### src/rtl/mips_funct_pkg.sv
// Shared funct codes, writeback-select FSM state and class decode for the MIPS-subset datapath.
package mips_funct_pkg;

    localparam logic [5:0] F_ADD   = 6'b100000;
    localparam logic [5:0] F_SUB   = 6'b100010;
    localparam logic [5:0] F_AND   = 6'b100100;
    localparam logic [5:0] F_OR    = 6'b100101;
    localparam logic [5:0] F_SLT   = 6'b101010;
    localparam logic [5:0] F_SRL   = 6'b000010;
    localparam logic [5:0] F_MFHI  = 6'b010000;
    localparam logic [5:0] F_MTHI  = 6'b010001;
    localparam logic [5:0] F_MFLO  = 6'b010010;
    localparam logic [5:0] F_MTLO  = 6'b010011;
    localparam logic [5:0] F_MULTU = 6'b011001;

    typedef enum logic {
        IDLE     = 1'b0,
        MUL_WAIT = 1'b1
    } state_t;

    function automatic logic is_hilo(input logic [5:0] f);
        return (f == F_MFHI) || (f == F_MFLO) || (f == F_MTHI) ||
               (f == F_MTLO) || (f == F_MULTU);
    endfunction

endpackage

### src/rtl/hilo_regs.sv
// Hi/Lo register pair: 1-cycle write, full product load or single-half MTHI/MTLO load.
// No backpressure; the caller's FSM keeps the two write sources mutually exclusive.
module hilo_regs #(
    parameter int WIDTH = 32
) (
    input  logic               clk,
    input  logic               reset,
    input  logic               prod_ld,
    input  logic [2*WIDTH-1:0] prod,
    input  logic               hi_ld,
    input  logic               lo_ld,
    input  logic [WIDTH-1:0]   wdat,
    output logic [WIDTH-1:0]   hi,
    output logic [WIDTH-1:0]   lo
);

    logic [WIDTH-1:0] r_hi;
    logic [WIDTH-1:0] r_lo;

    always_ff @(posedge clk) begin
        if (reset) begin
            r_hi <= '0;
            r_lo <= '0;
        end else if (prod_ld) begin
            r_hi <= prod[2*WIDTH-1:WIDTH];
            r_lo <= prod[WIDTH-1:0];
        end else begin
            if (hi_ld) r_hi <= wdat;
            if (lo_ld) r_lo <= wdat;
        end
    end

    assign hi = r_hi;
    assign lo = r_lo;

    ap_no_collide: assert property (@(posedge clk) disable iff (reset)
        !(prod_ld && (hi_ld || lo_ld)));

endmodule

### src/rtl/result_select_hilo.sv
// Writeback select with Hi/Lo ownership: decodes funct, registers result 1 cycle after accept.
// op_ready drops only for HiLo-class ops while a MULTU is outstanding; ALU/shift ops flow past.
module result_select_hilo
    import mips_funct_pkg::*;
#(
    parameter int WIDTH   = 32,
    parameter int FUNCT_W = 6
) (
    input  logic               clk,
    input  logic               reset,
    input  logic               op_valid,
    output logic               op_ready,
    input  logic [FUNCT_W-1:0] funct,
    input  logic [WIDTH-1:0]   alu_out,
    input  logic [WIDTH-1:0]   shft_out,
    input  logic               prod_valid,
    input  logic [2*WIDTH-1:0] prod,
    output logic               res_valid,
    output logic [WIDTH-1:0]   res,
    output logic               illegal,
    output logic               mul_pending,
    output logic [WIDTH-1:0]   hi,
    output logic [WIDTH-1:0]   lo
);

    state_t           r_state;
    state_t           w_state_nxt;
    logic [WIDTH-1:0] r_res;
    logic             r_res_valid;
    logic             r_illegal;

    logic [5:0]       w_code;
    logic             w_code_ok;
    logic             w_hilo_op;
    logic             w_accept;
    logic             w_prod_ld;
    logic             w_res_ld;
    logic             w_ill;
    logic             w_hi_ld;
    logic             w_lo_ld;
    logic             w_multu;
    logic [WIDTH-1:0] w_res_nxt;
    logic [WIDTH-1:0] w_hi;
    logic [WIDTH-1:0] w_lo;

    // Codes wider than 6 bits are only legal when the extra upper bits are zero.
    assign w_code    = funct[5:0];
    assign w_code_ok = ((funct >> 6) == '0);
    assign w_hilo_op = w_code_ok && is_hilo(w_code);

    assign op_ready  = (r_state == IDLE) || !w_hilo_op;
    assign w_accept  = op_valid && op_ready;
    assign w_prod_ld = (r_state == MUL_WAIT) && prod_valid;

    always_comb begin
        w_res_nxt = '0;
        w_res_ld  = 1'b0;
        w_ill     = 1'b0;
        w_hi_ld   = 1'b0;
        w_lo_ld   = 1'b0;
        w_multu   = 1'b0;
        if (!w_code_ok) begin
            w_res_ld = 1'b1;
            w_ill    = 1'b1;
        end else begin
            case (w_code)
                F_ADD, F_SUB, F_AND, F_OR, F_SLT: begin
                    w_res_nxt = alu_out;
                    w_res_ld  = 1'b1;
                end
                F_SRL: begin
                    w_res_nxt = shft_out;
                    w_res_ld  = 1'b1;
                end
                F_MFHI: begin
                    w_res_nxt = w_hi;
                    w_res_ld  = 1'b1;
                end
                F_MFLO: begin
                    w_res_nxt = w_lo;
                    w_res_ld  = 1'b1;
                end
                F_MTHI:  w_hi_ld = 1'b1;
                F_MTLO:  w_lo_ld = 1'b1;
                F_MULTU: w_multu = 1'b1;
                default: begin
                    w_res_ld = 1'b1;
                    w_ill    = 1'b1;
                end
            endcase
        end
    end

    always_comb begin
        w_state_nxt = r_state;
        case (r_state)
            IDLE:     if (w_accept && w_multu) w_state_nxt = MUL_WAIT;
            MUL_WAIT: if (prod_valid)          w_state_nxt = IDLE;
            default:                           w_state_nxt = IDLE;
        endcase
    end

    always_ff @(posedge clk) begin
        if (reset) begin
            r_state     <= IDLE;
            r_res       <= '0;
            r_res_valid <= 1'b0;
            r_illegal   <= 1'b0;
        end else begin
            r_state     <= w_state_nxt;
            r_res_valid <= w_accept && w_res_ld;
            r_illegal   <= w_accept && w_ill;
            if (w_accept && w_res_ld) r_res <= w_res_nxt;
        end
    end

    hilo_regs #(.WIDTH(WIDTH)) u_hilo_regs (
        .clk     (clk),
        .reset   (reset),
        .prod_ld (w_prod_ld),
        .prod    (prod),
        .hi_ld   (w_accept && w_hi_ld),
        .lo_ld   (w_accept && w_lo_ld),
        .wdat    (alu_out),
        .hi      (w_hi),
        .lo      (w_lo)
    );

    assign res_valid   = r_res_valid;
    assign res         = r_res;
    assign illegal     = r_illegal;
    assign mul_pending = (r_state == MUL_WAIT);
    assign hi          = w_hi;
    assign lo          = w_lo;

endmodule

### config.mk
export PLATFORM = sky130hd
export DESIGN_NAME = result_select_hilo
export DESIGN_NICKNAME = d
export VERILOG_FILES = /design/src/rtl/mips_funct_pkg.sv /design/src/rtl/hilo_regs.sv /design/src/rtl/result_select_hilo.sv
export SDC_FILE = /design/constraint.sdc
export NUM_CORES = 1
export LEC_CHECK = 0
export ABC_CLOCK_PERIOD_IN_PS = 2040
export BUFFER_PORTS_ARGS = -buffer_cell sky130_fd_sc_hd__buf_4
export CELL_PAD_IN_SITES_DETAIL_PLACEMENT = 1
export CELL_PAD_IN_SITES_GLOBAL_PLACEMENT = 1
export CORE_ASPECT_RATIO = 0.8
export CORE_UTILIZATION = 33
export DETAILED_ROUTE_END_ITERATION = 8
export GPL_ROUTABILITY_DRIVEN = 0
export PLACE_DENSITY = 0.85
export SYNTH_ARGS = -nofsm -noshare
export SYNTH_HDL_FRONTEND = slang
export SYNTH_SLANG_ARGS = --single-unit
export TNS_END_PERCENT = 20
### constraint.sdc
create_clock -name clk -period 2.04 [get_ports clk]
set_input_delay 0 -clock clk [delete_from_list [all_inputs] [get_ports clk]]
set_output_delay 0 -clock clk [all_outputs]
set_load 0.02 [all_outputs]
==> impl_metrics.py, run 1 <==
metrics = {
    "status": {
        "outcome": "finished, final reports clean",
    },
    "place": {
        "place_ws_ns": 0.205,
        "place_area_sq_mm": 0.00736,
        "port_buffers": 237,
        "dpl.hpwl_um": 16200,
    },
    "timing": {
        "fin_tns_setup_ns": 0,
        "finalHoldViolCount": 0,
        "clock.fmax_mhz": 505,
        "period_share_pct": 97.1,
        "setup_slack_ns": 0.0593,
        "setup_viol": 0,
        "skew_ns": 0.00711,
        "rsz0062_at_grt": "no",
        "slew-limit-headroom_pct": 48.8,
        "worst_pin_slew_ns": 0.768,
        "maxSlewViolCount": 0,
        "period_minus_slack_ns": 1.98,
    },
    "clock_network": {
        "cts_root_buf": "clkbuf_16",
        "cts-resized-gates": 0,
        "cts_made_buffers": 9,
        "cts_max_path_buffers": 2,
        "path_clk_slew_ns": 0.07,
        "cts_tree": "done",
        "htree_levels": 3,
        "clk_latency_ns": 0.35,
        "cts_sinks": 99,
    },
    "global_route": {
        "antenna_found_initial": 2,
        "gr-total-overflow": 0,
        "grt_max_degree": 66,
        "grt_pass1_wl_um": 41600,
        "track_usage_pct": 33.2,
        "grt_pass1_vias": 7515,
    },
    "floorplan": {
        "die_area_sq_mm": 0.0167,
        "die_w_um": 144,
        "io-pin-count": 238,
        "fp-row-count": 41,
        "coreArea_sq_mm": 0.0157,
        "start_util_pct": 33.8,
        "die_h_um": 116,
    },
    "synthesis": {
        "synth_enable_flop_cells": 0,
        "synth_top_area_share_pct": 37.2,
        "postSynthAreaPerCell_sq_um": 7.71,
        "syn_area_sq_mm": 0.00533,
        "yosys.area.top_type": "dfxtp_1",
        "synthArstFlopShare_pct": 0,
        "seq_area_frac_synth_pct": 37.2,
        "ys_types": 31,
        "yosys-top-cells-area": "dfxtp_1, a311oi_1, inv_1",
        "syn-num-nets": 829,
        "ys_top_cells_by_count": "dfxtp_1, inv_1, clkbuf_1",
        "ys.flop_type": "dfxtp_1",
        "syn_inst": 691,
        "ys_warn_count": 0,
        "ys_ff_latch": 99,
    },
    "setup_path": {
        "crit_path_max_fanout": 28,
        "worst-setup-path-type": "input port to register",
        "critical_path_arrival_ns": 2.27,
        "crit_path_start_kind": "input port",
        "required_ns": 2.33,
        "cp-end-kind": "register",
    },
    "drt": {
        "ant_nets": 0,
        "first_pass_iters": 5,
        "via_per_inst": 5.91,
        "num_vias": 7143,
        "drt_iter0_markers": 443,
        "drc": 0,
        "wl_per_cell_um": 22.8,
        "wl_um": 27600,
    },
    "finish": {
        "layout-drive-gt1-share_pct": 28.8,
        "nets": 1125,
        "syn_to_final_growth_pct": 62.2,
        "fin_area_sq_mm": 0.00864,
        "fillers": 1897,
    },
    "pwr": {
        "power_leakage_uw": 0.00317,
        "irDropWorstVdd_v": 0.000405,
        "p_per_area_mw_per_mm2": 525,
        "total_power_uw": 4540,
    },
    "flow_run": {
        "cap_violations": 0,
    },
    "hold_path": {
        "hp-class": "input port to register",
    },
}
[report_power, final]
group	switching (uW)	total, uW	internal, uW
clock	777	1760	987
sequential	14.4	1960	1950
combinational	405	810	406
[stage by stage]
step | util [%] | hold slack (ns) | instances
2_1_floorplan | - | 0.173 | 691
3_3_place_gp | 46.8 | 0.295 | 1093
4_1_cts | 54.8 | 0.0296 | 1206
5_1_grt | 54.8 | 0.0604 | 1209
6_report | 54.8 | 0.0410 | 1209
3_5_place_dp | 46.8 | 0.298 | 1093
[layer usage]
| metal | routed length [um] | part of all wire [%] | GRT usage [%] |
|---|---|---|---|
| met2 | 13500 | 49 | 56.9 |
| met4 | 1120 | 4.1 | 17.4 |
| met1 | 10800 | 39 | 38.8 |
| met5 | 0 | 0 | 0 |
| met3 | 2140 | 7.8 | 7.56 |
[path summary, 6_finish.rpt]
| path | endpoint | startpoint | cells after the start | slack, ns |
|---|---|---|---|---|
| max reg2reg | u_hilo_regs.hi[0] | mul_pending | 4 | 0.10 |
| min | res[28] | shft_out[28] | 3 | 0.04 |
| max | u_hilo_regs.hi[0] | funct[3] | 7 | 0.06 |
| min reg2reg | res[31] | res[31] | 2 | 0.46 |
[kinds of logic after synthesis]
logic type / count (synthesis) / share of synthesized area (%)
muxes: 1 / 0.211
AOI/OAI and AO/OA: 137 / 23.0
and+or+nand+nor: 279 / 26.9
buffers and inverters: 175 / 12.8
DFF: 99 / 37.2
[area by class of cell]
type / count / area, sq um / share of cell area, %
sequential: 99 / 1980 / 23.0
antenna: 2 / 5.00 / 0.0579
tap: 215 / 269 / 3.11
clock buffer: 14 / 254 / 2.94
multi-input combinational: 417 / 2680 / 31.0
timing repair buffer: 361 / 3040 / 35.2
inverter: 99 / 372 / 4.30
clock inverter: 2 / 35.0 / 0.406
[placed cells by master (no fill, tap or decap), types with 32 or more instances in the layout]
| master | count |
|---|---|
| o32ai_1 | 32 |
| nor4b_1 | 32 |
| nand2_1 | 34 |
| nor2_1 | 64 |
| dlygate4sd3_1 | 97 |
| a2111oi_0 | 32 |
| nand3_1 | 64 |
| a311oi_1 | 64 |
| dfxtp_1 | 98 |
| buf_4 | 257 |
| inv_1 | 99 |
| nor3_1 | 65 |
[critical path, cell delays in order]
cell and delay (ns):
buf_4 0.14, or3b_1 0.48, o41ai_4 0.44, buf_12 0.24
nor2_1 0.06, a311oi_1 0.29, dlygate4sd3_1 0.62
[state kept, by name, indices dropped and copies added (netlist names)]
| register | count |
|---|---|
| u_hilo_regs.hi | 32 |
| mul_pending | 1 |
| res_valid | 1 |
| illegal | 1 |
| u_hilo_regs.lo | 32 |
| res | 32 |
[timing repair]
item	4_1_cts	5_1_grt
hold endpoints to repair	64	0
setup endpoints to repair	0	1
setup buffers	0	1
hold buffers	97	0
No activity file was read; power rests on OpenSTA's default activity.
==> run 2: changes to the inputs <==
--- a/config.mk
+++ b/config.mk
@@ -9,7 +9,7 @@
 export BUFFER_PORTS_ARGS = -buffer_cell sky130_fd_sc_hd__buf_4
 export CELL_PAD_IN_SITES_DETAIL_PLACEMENT = 1
 export CELL_PAD_IN_SITES_GLOBAL_PLACEMENT = 1
-export CORE_ASPECT_RATIO = 0.8
+export CORE_ASPECT_RATIO = 0.5
 export CORE_UTILIZATION = 33
 export DETAILED_ROUTE_END_ITERATION = 8
 export GPL_ROUTABILITY_DRIVEN = 0
==> constraint.sdc (replaced) <==
create_clock -name clk -period 2.04 [get_ports clk]
set_input_delay 0.102 -clock clk [delete_from_list [all_inputs] [get_ports clk]]
set_output_delay 0.102 -clock clk [all_outputs]
set_load 0.02 [all_outputs]
==> impl_metrics.py, run 2 (same netlist as run 1, synthesis figures left out) <==
metrics = {
    "clock_network": {
        "cts_setup_buffers": 0,
        "cts_made_buffers": 9,
        "htree_levels": 3,
        "hold_buffers": 0,
        "cts-resized-gates": 0,
        "cts_max_path_buffers": 2,
        "path_clk_slew_ns": 0.07,
        "cts_sinks": 99,
        "cts_root_buf": "clkbuf_16",
        "clk_latency_ns": 0.34,
        "cts_tree": "done",
    },
    "finish": {
        "fin_area_sq_mm": 0.00763,
        "layout-drive-gt1-share_pct": 32.5,
        "diodes": 0,
        "final_common_cell": "buf_4",
        "nets": 1031,
        "syn_to_final_growth_pct": 43.2,
        "mostFrequentLayoutCells": "buf_4, inv_1, dfxtp_1",
    },
    "floorplan": {
        "fp-row-count": 32,
        "die_area_sq_mm": 0.0167,
        "io-pin-count": 238,
        "die_h_um": 91.8,
        "start_util_pct": 34.2,
        "coreArea_sq_mm": 0.0156,
        "die_w_um": 182,
    },
    "pwr": {
        "p_per_area_mw_per_mm2": 554,
        "power_leakage_uw": 0.00274,
        "irDropWorstVdd_v": 0.000420,
    },
    "drt": {
        "wl_um": 23500,
        "first_pass_iters": 4,
        "via_per_inst": 5.80,
        "drc": 0,
        "num_vias": 6390,
        "wl_per_cell_um": 21.4,
        "ant_nets": 0,
        "drt_iter0_markers": 318,
    },
    "global_route": {
        "track_usage_pct": 28.1,
        "grt_pass1_wl_um": 36800,
        "grt_pass1_vias": 6699,
        "antenna_found_initial": 0,
        "grt_max_degree": 65,
        "gr-total-overflow": 0,
    },
    "setup_path": {
        "r2r_slack_ns": 0.17,
        "critical_path_arrival_ns": 2.03,
        "rr_endpoint": "res[16]",
        "worst-setup-path-type": "register to register",
        "cp-end-kind": "register",
        "crit_path_max_fanout": 32,
        "r2r_cells": 4,
        "crit_path_start_kind": "register",
        "required_ns": 2.20,
        "r2r-start": "mul_pending",
    },
    "timing": {
        "rsz0062_at_grt": "no",
        "maxSlewViolCount": 0,
        "slew-limit-headroom_pct": 34.6,
        "period_share_pct": 91.8,
        "worst_pin_slew_ns": 0.978,
        "fin_tns_setup_ns": 0,
        "period_minus_slack_ns": 1.87,
        "setup_viol": 0,
        "finalHoldViolCount": 0,
        "skew_ns": 0.00868,
        "clock.fmax_mhz": 534,
    },
    "hold_path": {
        "holdCritStartpoint": "prod[17]",
        "hp-class": "input port to register",
        "min_path_cells": 3,
        "min_to": "u_hilo_regs.lo[17]",
    },
    "status": {
        "outcome": "finished, final reports clean",
    },
    "flow_run": {
        "cap_violations": 0,
    },
    "place": {
        "dpl.hpwl_um": 16800,
        "place_area_sq_mm": 0.00736,
        "port_buffers": 237,
    },
}
==> run 2: changes by cell type in the layout (fill, tap and decap cells not counted), sizes merged <==
cell	delta
bufinv	-1
clkinv	+1
clkbuf	-3
inv	+1
dlygate4sd3	-97
buf	+3
diode	-2
clkinvlp	+2
==> run 2: worst max-delay path by stage <==
stage	startpoint	end	slack (ns)
floorplan	mul_pending	res[10]	0.05
global placement	funct[3]	u_hilo_regs.hi[19]	0.17
detailed placement	funct[3]	u_hilo_regs.lo[22]	0.08
CTS	mul_pending	res[6]	0.15
global route	mul_pending	res[16]	0.06
finish	mul_pending	res[16]	0.17
==> run 2: through the flow <==
| step | util (%) | instances | power (uW) | hold slack [ns] | setup slack, ns |
|---|---|---|---|---|---|
| 6_report | 49.0 | 1102 | 4230 | 0.0450 | 0.167 |
| 5_1_grt | 49.0 | 1102 | 4370 | 0.0476 | 0.0631 |
| 4_1_cts | 49.0 | 1102 | 4250 | 0.0379 | 0.151 |
| 3_5_place_dp | 47.2 | 1086 | 2640 | 0.400 | 0.0842 |
| 3_3_place_gp | 47.2 | 1086 | 2620 | 0.395 | 0.175 |
| 2_1_floorplan | - | 691 | 2250 | 0.275 | 0.0540 |
==> run 2: critical path: stages (launching register included) <==
cell and delay, ns:
dfxtp_2 0.33, nor4bb_1 0.14, and3_1 0.21, o21bai_4 0.76
o32ai_1 0.24
==> run 2: layout make-up <==
cell class / instances / area (sq um)
repair buffers: 267 / 2050
multi-input cells: 417 / 2690
inverters: 99 / 372
clock inverters: 5 / 37.5
fillers: 1945 / 7950
well taps: 204 / 255
flip-flops and latches: 99 / 1980
clock buffers: 11 / 233
==> run 2: metal layers <==
| metal | vias to the layer above | global-route usage, % | share of wire [%] |
|---|---|---|---|
| met3 | 60 | 4.77 | 5.7 |
| met2 | 255 | 49.5 | 49 |
| met1 | 3135 | 34.3 | 42 |
| met5 | - | 0 | 0 |
| li1 | 2940 | - | - |
| met4 | 0 | 11.3 | 2.8 |
==> run 2: report_power, final <==
group | switching [uW] | internal, uW
clock network | 796 | 835
registers | 13.4 | 1950
logic | 352 | 284
==> run 3: changes to the inputs <==
--- a/config.mk
+++ b/config.mk
@@ -10,11 +10,12 @@
 export CELL_PAD_IN_SITES_DETAIL_PLACEMENT = 1
 export CELL_PAD_IN_SITES_GLOBAL_PLACEMENT = 1
 export CORE_ASPECT_RATIO = 0.5
-export CORE_UTILIZATION = 33
+export CORE_UTILIZATION = 36
 export DETAILED_ROUTE_END_ITERATION = 8
 export GPL_ROUTABILITY_DRIVEN = 0
-export PLACE_DENSITY = 0.85
+export PLACE_DENSITY = 0.82
 export SYNTH_ARGS = -nofsm -noshare
 export SYNTH_HDL_FRONTEND = slang
+export SYNTH_HIERARCHICAL = 1
 export SYNTH_SLANG_ARGS = --single-unit
 export TNS_END_PERCENT = 20
==> impl_metrics.py, run 3 <==
metrics = {
    "timing": {
        "period_minus_slack_ns": 1.88,
        "maxSlewViolCount": 0,
        "clock.fmax_mhz": 532,
        "skew_ns": 0.0105,
        "worst_pin_slew_ns": 0.878,
        "period_share_pct": 92.1,
        "rsz0062_at_grt": "no",
        "worst_hold_slack_ns": 0.0374,
        "setup_viol": 0,
        "slew-limit-headroom_pct": 41.5,
        "finalHoldViolCount": 0,
        "fin_tns_setup_ns": 0,
    },
    "setup_path": {
        "crit_slowest_cell": "and2_2",
        "crit_path_max_fanout": 32,
        "worst-setup-path-type": "register to register",
        "critical_path_arrival_ns": 2.03,
        "cp_top_family": "simple AND/OR/NAND/NOR gates",
        "cp_num_buf_inv": 0,
        "cp-end-kind": "register",
        "crit_path_start_kind": "register",
        "path_cells": "nor2b_1, o21ai_4, and2_2, a311oi_1",
        "required_ns": 2.19,
        "critPathMaxStageDelay_ns": 0.75,
    },
    "flow_run": {
        "cap_violations": 0,
    },
    "synthesis": {
        "ys_warn_count": 6,
        "yosys.area.top_type": "dfxtp_1",
        "ys_top_cells_by_count": "dfxtp_1, nor2b_1, mux2i_1",
        "syn-num-nets": 682,
        "ys.flop_type": "dfxtp_1",
        "synth_enable_flop_cells": 0,
        "synth.most_common_cell": "dfxtp_1",
        "yosys-top-cells-area": "dfxtp_1, mux2i_1, a211oi_2",
        "synthArstFlopShare_pct": 0,
        "ys_types": 35,
        "synth_top_area_share_pct": 35.9,
        "ys_ff_latch": 99,
        "syn_inst": 544,
        "seq_area_frac_synth_pct": 35.9,
        "postSynthAreaPerCell_sq_um": 10.2,
        "syn_area_sq_mm": 0.00552,
    },
    "clock_network": {
        "cts_max_path_buffers": 2,
        "clk_latency_ns": 0.34,
        "htree_levels": 3,
        "path_clk_slew_ns": 0.07,
        "cts_made_buffers": 9,
        "cts-resized-gates": 0,
        "cts_root_buf": "clkbuf_16",
        "cts_sinks": 99,
        "cts_tree": "done",
        "hold_buffers": 0,
        "cts_setup_buffers": 0,
    },
    "floorplan": {
        "start_util_pct": 37.5,
        "fp-row-count": 31,
        "die_h_um": 89.6,
        "io-pin-count": 238,
        "coreArea_sq_mm": 0.0147,
        "die_area_sq_mm": 0.0159,
        "die_w_um": 177,
    },
    "drt": {
        "first_pass_iters": 4,
        "wl_um": 20600,
        "drt_iter0_markers": 291,
        "drc": 0,
        "via_per_inst": 5.60,
        "num_vias": 5350,
        "wl_per_cell_um": 21.5,
        "ant_nets": 0,
    },
    "global_route": {
        "grt_pass1_vias": 5674,
        "gr-total-overflow": 0,
        "grt_max_degree": 35,
        "grt_pass1_wl_um": 31300,
        "antenna_found_initial": 0,
        "track_usage_pct": 25.5,
    },
    "place": {
        "dpl.hpwl_um": 14700,
        "dp.cells": 940,
        "port_buffers": 237,
    },
    "finish": {
        "regArea_sq_mm": 0.00198,
        "multi_input_area_sq_mm": 0.00311,
        "final_common_cell": "buf_4",
        "layout-drive-gt1-share_pct": 44.2,
        "syn_to_final_growth_pct": 38.7,
        "nets": 891,
        "fillers": 1704,
        "mostFrequentLayoutCells": "buf_4, dfxtp_1, nor2b_1",
        "diodes": 0,
        "instances_no_fill": 956,
    },
    "status": {
        "outcome": "finished, final reports clean",
    },
    "pwr": {
        "irDropWorstVdd_v": 0.000396,
        "p_per_area_mw_per_mm2": 587,
        "power_leakage_uw": 0.00289,
    },
    "hold_path": {
        "hp-class": "input port to register",
    },
}
run 3: cell types whose count changed after synthesis, sizes merged, moves of 61 or more:
cell and delta:
nor2b +63, nor3 -66, a211oi +64, nand3 -64
nor2 -61, mux2i +65, inv -97
run 3: metrics by stage:
step,total power [uW],setup slack (ns),cell area (sq um),util (%)
floorplan,2360,0.407,5520,-
global placement,2750,0.131,7360,49.9
detailed placement,2760,0.113,7360,49.9
CTS,4550,0.185,7660,52.0
global route,4670,0.0854,7660,52.0
finish,4500,0.162,7660,52.0
run 3: logic make-up (layout without fill, tap and decap cells):
logic type	Yosys count	in the layout	share of synthesized area, %
AO/OA/AOI/OAI	195	195	31.0
buffers and inverters	63	277	8.29
multiplexers	66	66	12.0
AND/OR/NAND/NOR	121	121	12.8
flip-flops	99	99	35.9
run 3: where the power goes:
| group | internal (uW) | total [uW] | leakage (uW) | switching [uW] |
|---|---|---|---|---|
| clock | 994 | 1780 | 0.000147 | 782 |
| sequential | 1980 | 2010 | 0.000804 | 30.3 |
| combinational | 348 | 709 | 0.00194 | 361 |
run 3: layer usage:
layer / up-vias / routed length, um / part of all wire, % / track usage, %
li1: 2474 / - / - / -
met1: 2686 / 9030 / 44 / 32.0
met2: 168 / 10200 / 49 / 45.3
met3: 22 / 1050 / 5.1 / 4.63
met4: 0 / 321 / 1.6 / 7.37
met5: - / 0 / 0 / 0
run 3: final timing paths:
kind,slack (ns),from,cells past startpoint,end
setup reg to reg,0.16,mul_pending,4,res[3]
setup / recovery,0.16,mul_pending,4,res[3]
hold / removal,0.04,prod_valid,3,mul_pending
hold reg to reg,0.51,u_hilo_regs/lo[17],2,res[17]
run 3: area by class of cell:
class | instances | share of cell area (%)
inverters | 2 | 0.0980
flip-flops and latches | 99 | 25.9
clock inverters | 5 | 0.784
multi-input cells | 382 | 40.7
repair buffers | 259 | 26.2
well taps | 198 | 3.23
clock buffers | 11 | 3.17
run 3: worst reg2reg max path: stages, from the launching register on:
cell	delay [ns]
dfxtp_1	0.39
nor2b_1	0.20
o21ai_4	0.13
and2_2	0.75
a311oi_1	0.24
